[config.mk]
export PLATFORM = sky130hd
export DESIGN_NAME = block_raster_axi_reader_flat
export DESIGN_NICKNAME = d
export VERILOG_FILES = /design/src/rtl/block_raster_axi_reader_if.sv /design/src/rtl/block_raster_axi_reader.sv /design/src/flat_wrapper.sv
export SDC_FILE = /design/constraint.sdc
export NUM_CORES = 1
export LEC_CHECK = 0
export CORE_MARGIN = 3
export CORE_UTILIZATION = 50
export DETAILED_ROUTE_END_ITERATION = 7
export GPL_TIMING_DRIVEN = 0
export PLACE_DENSITY = 0.74
export SLEW_MARGIN = 10
export SYNTH_ARGS = -nofsm -noshare
export SYNTH_HDL_FRONTEND = slang
export SYNTH_SLANG_ARGS = --single-unit
[constraint.sdc]
create_clock -name clk -period 18.4 [get_ports clk]
set_input_delay 3.68 -clock clk [delete_from_list [all_inputs] [get_ports clk]]
set_output_delay 3.68 -clock clk [all_outputs]
set_load 0.01 [all_outputs]
[src/rtl/block_raster_axi_reader_if.sv]
// AXI4 read-channel bundle (AR + R) between the block raster reader and its memory slave.
interface block_raster_axi_reader_if #(
    parameter int ADDR_WIDTH = 32,
    parameter int DATA_WIDTH = 32
);
    logic                  arvalid;
    logic                  arready;
    logic [ADDR_WIDTH-1:0] araddr;
    logic [7:0]            arlen;
    logic [2:0]            arsize;
    logic [1:0]            arburst;
    logic                  rvalid;
    logic                  rready;
    logic [DATA_WIDTH-1:0] rdata;
    logic                  rlast;
    logic [1:0]            rresp;

    modport master (
        output arvalid, araddr, arlen, arsize, arburst, rready,
        input  arready, rvalid, rdata, rlast, rresp
    );

    modport slave (
        input  arvalid, araddr, arlen, arsize, arburst, rready,
        output arready, rvalid, rdata, rlast, rresp
    );
endinterface

[src/rtl/block_raster_axi_reader.sv]
// AXI4 read master streaming a frame tile by tile (one INCR burst per tile line, raster order).
// Optional BRAR_PINGPONG_EN: alternates frame base between i_base_addr and i_base_addr_alt.
module block_raster_axi_reader #(
    parameter int ADDR_WIDTH = 32,
    parameter int DATA_WIDTH = 32,
    parameter int BLOCK_W    = 8,
    parameter int BLOCK_H    = 8
) (
    input  logic                  clk,
    input  logic                  rst_n,
    input  logic [15:0]           i_frame_width,
    input  logic [15:0]           i_frame_height,
    input  logic [ADDR_WIDTH-1:0] i_base_addr,
`ifdef BRAR_PINGPONG_EN
    input  logic [ADDR_WIDTH-1:0] i_base_addr_alt,
    output logic                  o_buf_sel,
`endif
    input  logic                  i_frame_start,
    input  logic                  i_consumer_done,
    block_raster_axi_reader_if.master io_axi,
    input  logic                  i_out_ready,
    output logic                  o_out_valid,
    output logic [DATA_WIDTH-1:0] o_out_data,
    output logic                  o_out_sof,
    output logic                  o_out_sob,
    output logic                  o_out_eob,
    output logic                  o_out_eof,
    output logic [15:0]           o_blk_row,
    output logic [15:0]           o_blk_col,
    output logic                  o_busy,
    output logic                  o_frame_done,
    output logic                  o_err
);

    localparam int BPP     = DATA_WIDTH / 8;
    localparam int BPP_LOG = $clog2(BPP);
    localparam int BW_W    = (BLOCK_W > 1) ? $clog2(BLOCK_W) : 1;
    localparam int BH_W    = (BLOCK_H > 1) ? $clog2(BLOCK_H) : 1;

    localparam logic [BW_W-1:0] LAST_BEAT = BW_W'(BLOCK_W - 1);
    localparam logic [BH_W-1:0] LAST_LINE = BH_W'(BLOCK_H - 1);

    typedef enum logic [1:0] {StIdle, StAddr, StData, StWaitDone} state_e;

    typedef struct packed {
        logic [DATA_WIDTH-1:0] data;
        logic                  sof;
        logic                  sob;
        logic                  eob;
        logic                  eof;
        logic [15:0]           row;
        logic [15:0]           col;
    } pix_t;

    state_e                r_state;
    state_e                w_state_nxt;

    logic [15:0]           r_fw;
    logic [15:0]           r_nx;
    logic [15:0]           r_ny;
    logic [ADDR_WIDTH-1:0] r_base;
    logic [ADDR_WIDTH-1:0] r_araddr;
    logic [ADDR_WIDTH-1:0] r_row_prod;
    logic [ADDR_WIDTH-1:0] r_col_off;
    logic [15:0]           r_tr;
    logic [15:0]           r_tc;
    logic [BH_W-1:0]       r_ln;
    logic [BW_W-1:0]       r_beat;
    logic                  r_fill;
    logic                  r_err;
    logic                  r_frame_done;

    pix_t                  r_out;
    logic                  r_out_valid;
    pix_t                  r_skid;
    logic                  r_skid_valid;

    logic [ADDR_WIDTH-1:0] w_base_sel;
    logic [ADDR_WIDTH-1:0] w_next_addr;
    logic [15:0]           w_nx_calc;
    logic [15:0]           w_ny_calc;
    logic                  w_start;
    logic                  w_ln_last;
    logic                  w_tc_last;
    logic                  w_tr_last;
    logic                  w_frame_last;
    logic [BH_W-1:0]       w_nx_ln;
    logic [15:0]           w_nx_tc;
    logic [15:0]           w_nx_tr;
    logic                  w_full;
    logic                  w_rready;
    logic                  w_bus_beat;
    logic                  w_fill_beat;
    logic                  w_beat;
    logic                  w_beat_last;
    logic                  w_early;
    logic                  w_nolast;
    logic                  w_resp_err;
    logic                  w_pop;
    pix_t                  w_pix;

`ifdef BRAR_PINGPONG_EN
    logic                  r_buf_sel;
    assign w_base_sel = r_buf_sel ? i_base_addr_alt : i_base_addr;
    assign o_buf_sel  = r_buf_sel;
`else
    assign w_base_sel = i_base_addr;
`endif

    assign w_start   = (r_state == StIdle) && i_frame_start;
    assign w_nx_calc = i_frame_width / 16'(BLOCK_W);
    assign w_ny_calc = i_frame_height / 16'(BLOCK_H);

    // Position of the burst currently in flight and the one after it
    assign w_ln_last    = (r_ln == LAST_LINE);
    assign w_tc_last    = (r_tc == 16'(r_nx - 16'd1));
    assign w_tr_last    = (r_tr == 16'(r_ny - 16'd1));
    assign w_frame_last = w_ln_last && w_tc_last && w_tr_last;

    always_comb begin
        w_nx_ln = r_ln;
        w_nx_tc = r_tc;
        w_nx_tr = r_tr;
        if (w_ln_last) begin
            w_nx_ln = '0;
            if (w_tc_last) begin
                w_nx_tc = '0;
                w_nx_tr = w_tr_last ? 16'd0 : 16'(r_tr + 16'd1);
            end else begin
                w_nx_tc = 16'(r_tc + 16'd1);
            end
        end else begin
            w_nx_ln = BH_W'(r_ln + 1'b1);
        end
    end

    // Coordinates are constant for a whole burst, so the products settle before its last beat
    always_ff @(posedge clk or negedge rst_n) begin
        if (!rst_n) begin
            r_row_prod <= '0;
            r_col_off  <= '0;
        end else begin
            r_row_prod <= (ADDR_WIDTH'(w_nx_tr) * ADDR_WIDTH'(BLOCK_H) + ADDR_WIDTH'(w_nx_ln))
                          * ADDR_WIDTH'(r_fw);
            r_col_off  <= ADDR_WIDTH'(w_nx_tc) * ADDR_WIDTH'(BLOCK_W);
        end
    end

    assign w_next_addr = r_base + ((r_row_prod + r_col_off) << BPP_LOG);

    // Beat acceptance; after an early rlast the remainder of the burst is zero-filled locally
    assign w_full      = r_out_valid && r_skid_valid;
    assign w_rready    = (r_state == StData) && !w_full && !r_fill;
    assign w_bus_beat  = w_rready && io_axi.rvalid;
    assign w_fill_beat = (r_state == StData) && !w_full && r_fill;
    assign w_beat      = w_bus_beat || w_fill_beat;
    assign w_beat_last = (r_beat == LAST_BEAT);
    assign w_early     = w_bus_beat && io_axi.rlast && !w_beat_last;
    assign w_nolast    = w_bus_beat && !io_axi.rlast && w_beat_last;
    assign w_resp_err  = w_bus_beat && (io_axi.rresp != 2'b00);

    always_comb begin
        w_pix      = '0;
        w_pix.data = r_fill ? '0 : io_axi.rdata;
        w_pix.sob  = (r_ln == '0) && (r_beat == '0);
        w_pix.eob  = w_ln_last && w_beat_last;
        w_pix.sof  = w_pix.sob && (r_tr == 16'd0) && (r_tc == 16'd0);
        w_pix.eof  = w_pix.eob && w_tc_last && w_tr_last;
        w_pix.row  = r_tr;
        w_pix.col  = r_tc;
    end

    always_comb begin
        w_state_nxt = r_state;
        unique case (r_state)
            StIdle: begin
                if (i_frame_start) begin
                    w_state_nxt = (w_nx_calc == 16'd0 || w_ny_calc == 16'd0) ? StWaitDone
                                                                             : StAddr;
                end
            end
            StAddr: begin
                if (io_axi.arready) w_state_nxt = StData;
            end
            StData: begin
                if (w_beat && w_beat_last) w_state_nxt = w_frame_last ? StWaitDone : StAddr;
            end
            StWaitDone: begin
                if (i_consumer_done) w_state_nxt = StIdle;
            end
            default: w_state_nxt = StIdle;
        endcase
    end

    always_ff @(posedge clk or negedge rst_n) begin
        if (!rst_n) r_state <= StIdle;
        else        r_state <= w_state_nxt;
    end

    always_ff @(posedge clk or negedge rst_n) begin
        if (!rst_n) begin
            r_fw         <= '0;
            r_nx         <= '0;
            r_ny         <= '0;
            r_base       <= '0;
            r_araddr     <= '0;
            r_tr         <= '0;
            r_tc         <= '0;
            r_ln         <= '0;
            r_beat       <= '0;
            r_fill       <= 1'b0;
            r_err        <= 1'b0;
            r_frame_done <= 1'b0;
        end else begin
            r_frame_done <= (r_state == StWaitDone) && i_consumer_done;
            if (w_start) begin
                r_fw     <= i_frame_width;
                r_nx     <= w_nx_calc;
                r_ny     <= w_ny_calc;
                r_base   <= w_base_sel;
                r_araddr <= w_base_sel;
                r_tr     <= '0;
                r_tc     <= '0;
                r_ln     <= '0;
                r_beat   <= '0;
                r_fill   <= 1'b0;
                r_err    <= 1'b0;
            end else if (w_beat) begin
                if (w_early || w_nolast || w_resp_err) r_err <= 1'b1;
                if (w_beat_last) begin
                    r_beat   <= '0;
                    r_fill   <= 1'b0;
                    r_ln     <= w_nx_ln;
                    r_tc     <= w_nx_tc;
                    r_tr     <= w_nx_tr;
                    r_araddr <= w_next_addr;
                end else begin
                    r_beat <= BW_W'(r_beat + 1'b1);
                    if (w_early) r_fill <= 1'b1;
                end
            end
        end
    end

`ifdef BRAR_PINGPONG_EN
    always_ff @(posedge clk or negedge rst_n) begin
        if (!rst_n) begin
            r_buf_sel <= 1'b0;
        end else if ((r_state == StWaitDone) && i_consumer_done) begin
            r_buf_sel <= !r_buf_sel;
        end
    end
`endif

    // Two-entry skid: r_out drives the port, r_skid catches the beat accepted during a stall
    assign w_pop = r_out_valid && i_out_ready;

    always_ff @(posedge clk or negedge rst_n) begin
        if (!rst_n) begin
            r_out        <= '0;
            r_out_valid  <= 1'b0;
            r_skid       <= '0;
            r_skid_valid <= 1'b0;
        end else if (w_pop || !r_out_valid) begin
            if (r_skid_valid) begin
                r_out        <= r_skid;
                r_out_valid  <= 1'b1;
                r_skid_valid <= w_beat;
                if (w_beat) r_skid <= w_pix;
            end else begin
                r_out_valid <= w_beat;
                if (w_beat) r_out <= w_pix;
            end
        end else if (w_beat) begin
            r_skid       <= w_pix;
            r_skid_valid <= 1'b1;
        end
    end

    assign io_axi.arvalid = (r_state == StAddr);
    assign io_axi.araddr  = r_araddr;
    assign io_axi.arlen   = 8'(BLOCK_W - 1);
    assign io_axi.arsize  = 3'(BPP_LOG);
    assign io_axi.arburst = 2'b01;
    assign io_axi.rready  = w_rready;

    assign o_out_valid  = r_out_valid;
    assign o_out_data   = r_out.data;
    assign o_out_sof    = r_out.sof;
    assign o_out_sob    = r_out.sob;
    assign o_out_eob    = r_out.eob;
    assign o_out_eof    = r_out.eof;
    assign o_blk_row    = r_out.row;
    assign o_blk_col    = r_out.col;
    assign o_busy       = (r_state != StIdle);
    assign o_frame_done = r_frame_done;
    assign o_err        = r_err;

endmodule

[src/flat_wrapper.sv]
// flat-port wrapper written by rule: the top's interface ports become plain ports
module block_raster_axi_reader_flat 
#(
    parameter int ADDR_WIDTH = 32,
    parameter int DATA_WIDTH = 32,
    parameter int BLOCK_W    = 8,
    parameter int BLOCK_H    = 8
)
  (clk, rst_n, i_frame_width, i_frame_height, i_base_addr, i_frame_start, i_consumer_done, i_out_ready, o_out_valid, o_out_data, o_out_sof, o_out_sob, o_out_eob, o_out_eof, o_blk_row, o_blk_col, o_busy, o_frame_done, o_err, io_axi_arvalid, io_axi_araddr, io_axi_arlen, io_axi_arsize, io_axi_arburst, io_axi_rready, io_axi_arready, io_axi_rvalid, io_axi_rdata, io_axi_rlast, io_axi_rresp);
  block_raster_axi_reader_if #(.ADDR_WIDTH(ADDR_WIDTH), .DATA_WIDTH(DATA_WIDTH)) io_axi_i ();
  input  logic clk;
  input  logic rst_n;
  input  logic [15:0] i_frame_width;
  input  logic [15:0] i_frame_height;
  input  logic [ADDR_WIDTH-1:0] i_base_addr;
  input  logic i_frame_start;
  input  logic i_consumer_done;
  input  logic i_out_ready;
  output logic o_out_valid;
  output logic [DATA_WIDTH-1:0] o_out_data;
  output logic o_out_sof;
  output logic o_out_sob;
  output logic o_out_eob;
  output logic o_out_eof;
  output logic [15:0] o_blk_row;
  output logic [15:0] o_blk_col;
  output logic o_busy;
  output logic o_frame_done;
  output logic o_err;
  output wire logic [$bits(io_axi_i.arvalid)-1:0] io_axi_arvalid;
  output wire logic [$bits(io_axi_i.araddr)-1:0] io_axi_araddr;
  output wire logic [$bits(io_axi_i.arlen)-1:0] io_axi_arlen;
  output wire logic [$bits(io_axi_i.arsize)-1:0] io_axi_arsize;
  output wire logic [$bits(io_axi_i.arburst)-1:0] io_axi_arburst;
  output wire logic [$bits(io_axi_i.rready)-1:0] io_axi_rready;
  input wire logic [$bits(io_axi_i.arready)-1:0] io_axi_arready;
  input wire logic [$bits(io_axi_i.rvalid)-1:0] io_axi_rvalid;
  input wire logic [$bits(io_axi_i.rdata)-1:0] io_axi_rdata;
  input wire logic [$bits(io_axi_i.rlast)-1:0] io_axi_rlast;
  input wire logic [$bits(io_axi_i.rresp)-1:0] io_axi_rresp;
  assign io_axi_arvalid = io_axi_i.arvalid;
  assign io_axi_araddr = io_axi_i.araddr;
  assign io_axi_arlen = io_axi_i.arlen;
  assign io_axi_arsize = io_axi_i.arsize;
  assign io_axi_arburst = io_axi_i.arburst;
  assign io_axi_rready = io_axi_i.rready;
  assign io_axi_i.arready = io_axi_arready;
  assign io_axi_i.rvalid = io_axi_rvalid;
  assign io_axi_i.rdata = io_axi_rdata;
  assign io_axi_i.rlast = io_axi_rlast;
  assign io_axi_i.rresp = io_axi_rresp;
  block_raster_axi_reader #(.ADDR_WIDTH(ADDR_WIDTH), .DATA_WIDTH(DATA_WIDTH), .BLOCK_W(BLOCK_W), .BLOCK_H(BLOCK_H)) u_core (.clk(clk), .rst_n(rst_n), .i_frame_width(i_frame_width), .i_frame_height(i_frame_height), .i_base_addr(i_base_addr), .i_frame_start(i_frame_start), .i_consumer_done(i_consumer_done), .io_axi(io_axi_i), .i_out_ready(i_out_ready), .o_out_valid(o_out_valid), .o_out_data(o_out_data), .o_out_sof(o_out_sof), .o_out_sob(o_out_sob), .o_out_eob(o_out_eob), .o_out_eof(o_out_eof), .o_blk_row(o_blk_row), .o_blk_col(o_blk_col), .o_busy(o_busy), .o_frame_done(o_frame_done), .o_err(o_err));
endmodule
Word-level counts from Yosys, hierarchy flattened
Index checks and enable logic that the tools add are counted.
{"block": "word_totals", "regBits": 333, "in_bits": 106, "output_inout_bits": 119, "word_cells": 150}
{"block": "op_classes", "addsub": 9, "mul": 1, "n_eq_ne": 12, "mux": 45, "n_reduce_logical": 52}
{"cell": "68-bit two-way mux", "n": 5}
{"cell": "16-bit two-way mux", "n": 11}
{"cell": "32-bit two-way mux", "n": 4}
{"cell": "16-bit logical NOT", "n": 4}
{"cell": "16-bit by 1-bit adder with 16-bit output, second input constant", "n": 2}
{"cell": "32-bit adder", "n": 1}
{"cell": "16-bit == test", "n": 2}
{"cell": "30-bit by 19-bit adder with 30-bit output", "n": 1}
{"cell": "20-bit by 16-bit multiplier with 30-bit output", "n": 1}
{"cell": "13-bit by 1-bit subtractor with 14-bit output, second input constant", "n": 2}
{"cell": "1-bit logical AND", "n": 22}
{"cell": "3-bit two-way mux", "n": 7}
{"cell": "19-bit by 3-bit adder with 20-bit output", "n": 1}
{"cell": "2-bit nonzero test", "n": 7}
{"cell": "2-bit two-way mux", "n": 6}
{"cell": "1-bit two-way mux", "n": 11}
{"cell": "2-bit one-hot mux with 4 select lines", "n": 1}
{"cell": "2-bit AND reduction", "n": 4}
{"cell": "3-bit by 1-bit adder with 3-bit output, second input constant", "n": 2}
{"cell": "3-bit == test, second input constant", "n": 2}
{"cell": "3-bit logical NOT", "n": 2}
{"cell": "2-bit inequality test, second input constant", "n": 3}
{"cell": "1-bit logical NOT", "n": 5}
{"cell": "1-bit logical OR", "n": 5}
{"cell": "other kinds (6)", "n": 8}

Depth between registers and ports, before layout
Gate-level depths: netlist of the first run.
{"block": "logic_depth", "depth_word": 12, "ltp_mapped": 38, "depth_no_buf": 35}

Worst setup path after synthesis of the first run
OpenSTA, ideal clock, no wires.
{"block": "synth_path", "path_type": "reg-to-reg", "from": "reg u_core.r_fw[3]", "to": "reg u_core.r_row_prod[29]", "setup_time_ps": 134, "arrival_ps": 9061, "required_ps": 18266, "slack_ps": 9206, "path_stages_with_launch": 33, "path_buffers": 3, "period_less_slack_ps": 9194, "path_cell_list": "dfrtp_1 clkbuf_1 inv_1 ha_1 or4b_4 or4_4 mux2i_1 mux2i_1 nor3_4 nand3_4 clkbuf_1 o31ai_1 buf_2 nand2_1 fa_1 fa_1 inv_1 fa_1 fa_1 inv_1 fa_1 fa_1 inv_1 ha_1 a211o_1 or3_1 o21ba_2 nand3_1 a31o_2 a21oi_1 o31ai_1 a221oi_1 xnor3_1"}
{"block": "synth_between", "elab_chain_len": 1}
{"item": "start: declaration", "line": "block_raster_axi_reader.sv:58", "source": "logic [15:0] r_fw;"}
{"item": "start signal: assignment", "line": "block_raster_axi_reader.sv:217", "source": "r_fw <= i_frame_width;"}
{"item": "20-bit by 16-bit multiplier with 30-bit output", "line": "block_raster_axi_reader.sv:144", "source": "* ADDR_WIDTH'(r_fw);"}
{"item": "end signal: assignment", "line": "block_raster_axi_reader.sv:143", "source": "r_row_prod <= (ADDR_WIDTH'(w_nx_tr) * ADDR_WIDTH'(BLOCK_H) + ADDR_WIDTH'(w_nx_ln))"}
{"item": "end: declaration", "line": "block_raster_axi_reader.sv:63", "source": "logic [ADDR_WIDTH-1:0] r_row_prod;"}
Every way passes these cells.
A chain may end at the register's enable or synchronous reset.

Final worst setup path of the first run
{"block": "layout_path", "from": "reg u_core.r_fw[3]", "to": "reg u_core.r_row_prod[26]"}
The elaborated chain is that of the path after synthesis.

==> qor.yml, run 1 <==
run_status:
  status: "finished clean"
setup_path:
  slowest_stage: "o31ai_1"
  worstPathMaxFanout: 10
  path_class: "reg2reg"
  worst_path_largest_cell_delay_ns: 1.11
  end_kind: "flip-flop"
  startpoint_type: "flip-flop"
  cp.arrival_ns: 12.20
  startpoint: "u_core.r_fw[3]"
  crit_family: "compound AO/OA/AOI/OAI gates"
  r2r-start: "u_core.r_fw[3]"
  crit_buf_inv: 8
  worstPathRequired_ns: 18.82
yosys:
  ys_types: 83
  synth_edf_count: 0
  synth_area_um2: 25700
  postSynthCellCount: 2839
  synth_area_per_cell_um2: 9.04
  yosysWarnings: 0
  async_reset_ff_share_pct: 100
  ys.flop_type: "dfrtp_1"
  ys_ff_latch: 320
  ys_seq_area_share_pct: 31.2
grt:
  grt_pass1_vias: 21600
  grt_pass1_wl_um: 120000
  grt_max_degree: 115
  antenna_found_initial: 3
  grt_use_total_pct: 28.2
  grt_overflow: 0
clock_network:
  cts_setup_buffers: 0
  ctsHoldBuffers: 0
  cts-buffers-inserted: 35
  clock-sinks: 320
  cts.path.max_buffers: 3
  post_cts_resized: 0
  cts_tree: "built"
  clk_pin_slew_worst_paths_ns: 0.06
  cts_max_level: 2
  cts_root_buffer: "clkbuf_16"
  clkLatencyLatePin_ns: 0.54
route:
  vias_per_cell: 5.62
  dr.pass1.iters: 6
  routed_wl_um: 76000
  vias: 21300
  final_antenna_net_count: 0
  avgRoutedWirePerCell_um: 20.0
  drc: 0
  drtIter0Drc: 1746
timing:
  tightestPinTransition_ns: 1.32
  final-setup-viol-count: 0
  hold_viol_final: 0
  fmax_mhz: 84.9
  min_period_ns: 11.78
  max_slew_margin_pct: 11.5
  worst_hold_slack_ns: 0.471
  setup_tns_ns: 0
  maxSlewViolCount: 0
  rsz0062_at_grt: "false"
  fin_crit_sh_pct: 64.0
  clock-skew-final_ns: 0.0330
layout:
  drive_above_1_share_pct: 4.26
  utilization_pct: 59.1
  finalNonFillerCells: 3797
  nNetsFinal: 3572
  fin_area_um2: 29800
  syn_to_final_growth_pct: 16.2
  fillerInstances: 4431
floorplanning:
  rows: 82
  design.core.area_um2: 50500
  start_util_pct: 50.9
  io_pins: 225
  die_area_um2: 54100
  die_h_um: 233
  fp.dieW_um: 233
placed_design:
  place_area_um2: 28700
  place_hpwl_um: 59900
  gp_congestion: 0.969
  port_buffers: 208
  dpl.cell_count: 3733
power_and_ir_drop:
  pwr_density_cell_nw_per_um2: 112
  ir_drop_uv: 66.0
  leakage_nw: 13.9
min_path:
  hp-class: "reg2reg"
  holdCritStartpoint: "u_core.r_base[0]"
run:
  drv_cap: 0
## cell families after synthesis
group           synth area share (%)
buf+inv                         7.05
simple gates                    19.0
xor+xnor                        4.37
other cells                   0.0293
compound gates                  10.8
fa+ha+maj                       24.7
mux                             2.84
flops                           31.2
## through the flow
stage	setup slack, ns	power [mW]
floorplan	9.21	2.04
CTS	6.91	3.34
global route	6.25	3.57
global placement	0.109	2.59
finish	6.62	3.34
detailed placement	7.01	2.64
## where the power goes
group | leakage, nW | total (mW) | internal (mW) | switching (mW)
Combinational | 9.20 | 1.63 | 0.633 | 0.996
Sequential | 4.21 | 1.03 | 0.893 | 0.136
Clock | 0.537 | 0.684 | 0.388 | 0.296
## placed cells by master, fill, tap and decap left out, types with 38 or more instances in the layout
cell / netlist / routed
mux2i_1: 38 / 38
ha_1: 138 / 138
nand2b_1: 84 / 84
clkdlybuf4s50_1: 0 / 207
xor2_1: 41 / 41
a21oi_1: 107 / 106
nand2_1: 506 / 506
fa_1: 230 / 230
and2_1: 117 / 117
o21ai_0: 186 / 185
xnor2_1: 80 / 80
nor2_1: 137 / 137
dfrtp_1: 320 / 320
inv_1: 291 / 291
clkbuf_1: 148 / 161
## synth_stat cells (14+ instances only)
master | n | area [µm²]
o211ai_1 | 14 | 105
xnor2_1 | 80 | 701
nand3_1 | 23 | 115
inv_1 | 291 | 1090
a21o_1 | 20 | 150
nand2_1 | 506 | 1900
clkbuf_1 | 148 | 556
nor4_1 | 24 | 150
and2_1 | 117 | 732
dfrtp_1 | 320 | 8010
nor2_1 | 137 | 514
nor3_1 | 27 | 135
a21oi_1 | 107 | 536
nand4_1 | 15 | 93.8
a31oi_1 | 20 | 125
nor2b_1 | 31 | 194
mux2_2 | 31 | 349
o31ai_1 | 16 | 120
o21a_1 | 18 | 135
fa_1 | 230 | 4600
ha_1 | 138 | 1730
o21ai_0 | 186 | 931
a22o_1 | 20 | 175
nand2b_1 | 84 | 526
mux2i_1 | 38 | 380
and3_1 | 22 | 138
xor2_1 | 41 | 359
## final cells by class
cell class / count / area [µm²] / share of cell area (%)
Antenna cell: 1 / 2.50 / 0.00839
Timing Repair Buffer: 211 / 2150 / 7.20
Tap cell: 672 / 841 / 2.82
Sequential cell: 320 / 8010 / 26.8
Clock buffer: 52 / 980 / 3.28
Inverter: 292 / 1100 / 3.67
Clock inverter: 11 / 126 / 0.423
Multi-Input combinational cell: 2064 / 15900 / 53.4
Buffer: 174 / 714 / 2.39
## worst reg2reg max path: cells and delay by family, from the launching register on
kind	cells	cell delay [ns]
flops	1	0.43
mux	1	0.17
compound gates	8	3.66
simple gates	6	1.85
buf+inv	8	2.17
fa+ha+maj	8	3.03
xor+xnor	2	0.36
## routing by layer
layer	routed length, µm	global-route usage (%)
met1	32000	38.6
met2	34800	45.2
met3	5560	4.06
met4	3540	11.9
met5	13	0
## final timing paths
check | end | slack (ns) | cells after the start
max in group asynchronous | u_core.r_fw[7] | 13.66 | 3
worst max-delay path | u_core.r_row_prod[26] | 6.62 | 33
min in group asynchronous | u_core.io_axi.araddr[0] | 3.16 | 1
worst min-delay path | u_core.r_base[0] | 0.47 | 2
worst max register to register | u_core.r_row_prod[26] | 6.62 | 33
worst min register to register | u_core.r_base[0] | 0.47 | 2
## flip-flops by register name, summed over array words and instances (netlist names)
register / count
u_core.o_out_data: 32
u_core.r_beat: 3
u_core.r_state: 2
u_core.o_frame_done: 1
u_core.r_fill: 1
u_core.o_out_eob: 1
u_core.r_skid_valid: 1
u_core.o_err: 1
u_core.r_tr: 16
u_core.r_fw: 16
u_core.r_skid: 68
u_core.r_ln: 3
u_core.r_ny: 13
u_core.o_out_eof: 1
u_core.o_blk_col: 16
u_core.r_col_off: 16
u_core.o_out_valid: 1
u_core.r_tc: 16
u_core.o_blk_row: 16
u_core.o_out_sob: 1
u_core.r_base: 32
u_core.io_axi.araddr: 32
u_core.r_row_prod: 30
u_core.o_out_sof: 1
Power figures use the tool's default switching activity.
==> run 2, diff against run 1 <==
clock period = 11.95 ns   (was 18.4 ns; I/O delays follow)
==> run 2 against run 1 <==
  * Routed wire length grew 0.10%
  * Setup slack worse by 6.2 ns
  * Non-clock buffer count unchanged
  * Clock power is 54% higher
  * Flip-flop and latch count did not move
  * Critical path type unchanged
  * Largest cell class unchanged
==> qor.yml, run 2 (synthesized netlist as in run 1, its figures left out) <==
run_status:
  status: "finished clean"
floorplanning:
  design.core.area_um2: 50500  # unchanged
  io_pins: 225  # unchanged
  start_util_pct: 50.9  # unchanged
  die_h_um: 233  # unchanged
  rows: 82  # unchanged
  die_area_um2: 54100  # unchanged
  fp.dieW_um: 233  # unchanged
route:
  avgRoutedWirePerCell_um: 20.0  # +0.13%
  vias: 21300  # +0.038%
  final_antenna_net_count: 0  # unchanged
  vias_per_cell: 5.62  # about the same
  drtIter0Drc: 1821  # +4.3%
  drc: 0  # unchanged
  dr.pass1.iters: 5  # -1
  routed_wl_um: 76000  # +0.10%
grt:
  grt_max_degree: 115  # unchanged
  grt_use_total_pct: 28.2  # unchanged
  grt_pass1_wl_um: 120000  # unchanged
  grt_overflow: 0  # unchanged
  grt_pass1_vias: 21600  # unchanged
  antenna_found_initial: 3  # unchanged
layout:
  largest_reg_flops: 68  # unchanged
  fillerInstances: 4428  # -0.068%
  layout_common_cells: "nand2_1 (506), dfrtp_1 (320), inv_1 (291)"
  nNetsFinal: 3572  # unchanged
  drive_above_1_share_pct: 4.39  # +0.13 points
  syn_to_final_growth_pct: 16.3  # about the same
  finalNonFillerCells: 3796  # -0.026%
  top_register: "u_core.r_skid"
  diodes: 0  # -1
  final_common_cell: "nand2_1"
timing:
  maxSlewViolCount: 0  # unchanged
  clock-skew-final_ns: 0.0321  # -0.000884 ns
  worst_hold_slack_ns: 0.471  # -0.0000790 ns
  tightestPinTransition_ns: 1.19  # -0.126 ns
  final-setup-viol-count: 0  # unchanged
  fin_crit_sh_pct: 96.1  # +32 points
  fmax_mhz: 87.1  # +2.6%
  rsz0062_at_grt: "false"
  max_slew_margin_pct: 20.6  # +9.2 points
  min_period_ns: 11.48  # -0.299 ns
  hold_viol_final: 0  # unchanged
  setup_tns_ns: 0  # unchanged
clock_network:
  cts_tree: "built"
  cts-buffers-inserted: 35  # unchanged
  cts_root_buffer: "clkbuf_16"
  clk_pin_slew_worst_paths_ns: 0.06  # about the same
  cts_setup_buffers: 0  # unchanged
  clkLatencyLatePin_ns: 0.55  # about the same
  clock-sinks: 320  # unchanged
  cts.path.max_buffers: 3  # unchanged
  cts_max_level: 2  # unchanged
setup_path:
  slowest_stage: "o41ai_2"
  worstPathRequired_ns: 12.33  # -6.49 ns
  cp_common_cell: "fa_1"
  worst_path_largest_cell_delay_ns: 0.95  # -0.16 ns
  worstPathMaxFanout: 10  # unchanged
  end_kind: "flip-flop"
  path_class: "reg2reg"
  startpoint_type: "flip-flop"
  cp.arrival_ns: 11.86  # -0.34 ns
power_and_ir_drop:
  ir_drop_uv: 102  # +54%
  leakage_nw: 14.0  # about the same
  pwr_density_cell_nw_per_um2: 172  # +54%
placed_design:
  place_hpwl_um: 59900  # unchanged
  port_buffers: 208  # unchanged
  dpl.cell_count: 3733  # unchanged
  gp_congestion: 0.969  # unchanged
min_path:
  hp-class: "reg2reg"
run:
  drv_cap: 0  # unchanged
[run 2: what timing repair did]
| item | CTS | global route |
|---|---|---|
| resized for setup | 0 | 7 |
| endpoints found under the setup margin | 0 | 3 |
| hold buffers | 0 | 0 |
[run 2: stage by stage]
stage | util [%] | cell area [µm²] | worst slack (ns) | total power [mW]
2_1_floorplan | - | 25700 | 2.76 | 3.14
3_3_place_gp | 56.7 | 28600 | -5.05 | 3.99
3_5_place_dp | 56.9 | 28700 | 0.559 | 4.07
4_1_cts | 59.1 | 29800 | 0.459 | 5.14
5_1_grt | 59.1 | 29900 | 0.0768 | 5.49
6_report | 59.1 | 29900 | 0.472 | 5.14
[run 2: path summary, 6_finish.rpt]
kind                            cells past startpoint             start                      end  slack, ns
worst min register to register                      2  u_core.r_base[0]         u_core.r_base[0]       0.47
min in group asynchronous                           1             rst_n  u_core.io_axi.araddr[0]       1.87
worst min-delay path                                2  u_core.r_base[0]         u_core.r_base[0]       0.47
worst max register to register                     30    u_core.r_fw[3]    u_core.r_row_prod[29]       0.47
max in group asynchronous                           3             rst_n           u_core.r_fw[7]       8.51
worst max-delay path                               30    u_core.r_fw[3]    u_core.r_row_prod[29]       0.47
[run 2: metal layers]
| layer | part of all wire [%] | up-vias | track usage (%) |
|---|---|---|---|
| met5 | 0.017 | - | 0 |
| met4 | 4.6 | 2 | 11.9 |
| met3 | 7.2 | 166 | 4.06 |
| met2 | 46 | 781 | 45.2 |
| met1 | 42 | 10700 | 38.6 |
| li1 | - | 9668 | - |
[run 2: final cells by class]
cell class / count / area [µm²] / share of cell area (%)
well taps: 672 / 841 / 2.82
clock inverters: 11 / 126 / 0.423
repair buffers: 211 / 2150 / 7.20
multi-input cells: 2064 / 15900 / 53.4
clock buffers: 52 / 980 / 3.28
inverters: 292 / 1100 / 3.67
plain buffers: 174 / 716 / 2.40
flip-flops and latches: 320 / 8010 / 26.8
[run 2: power by group]
part	switching (mW)	internal (mW)	total, mW
Clock	0.456	0.598	1.05
Sequential	0.208	1.38	1.58
Combinational	1.53	0.974	2.51
[run 2: critical path: cells and delay by family, from the launching register on]
| family | cells | cell delay (ns) |
|---|---|---|
| adders and majority gates | 8 | 3.76 |
| and+or+nand+nor | 6 | 1.84 |
| buffers and inverters | 4 | 1.79 |
| muxes | 1 | 0.18 |
| DFF | 1 | 0.43 |
| xor gates and xnor gates | 2 | 0.65 |
| AOI/OAI and AO/OA | 9 | 2.66 |
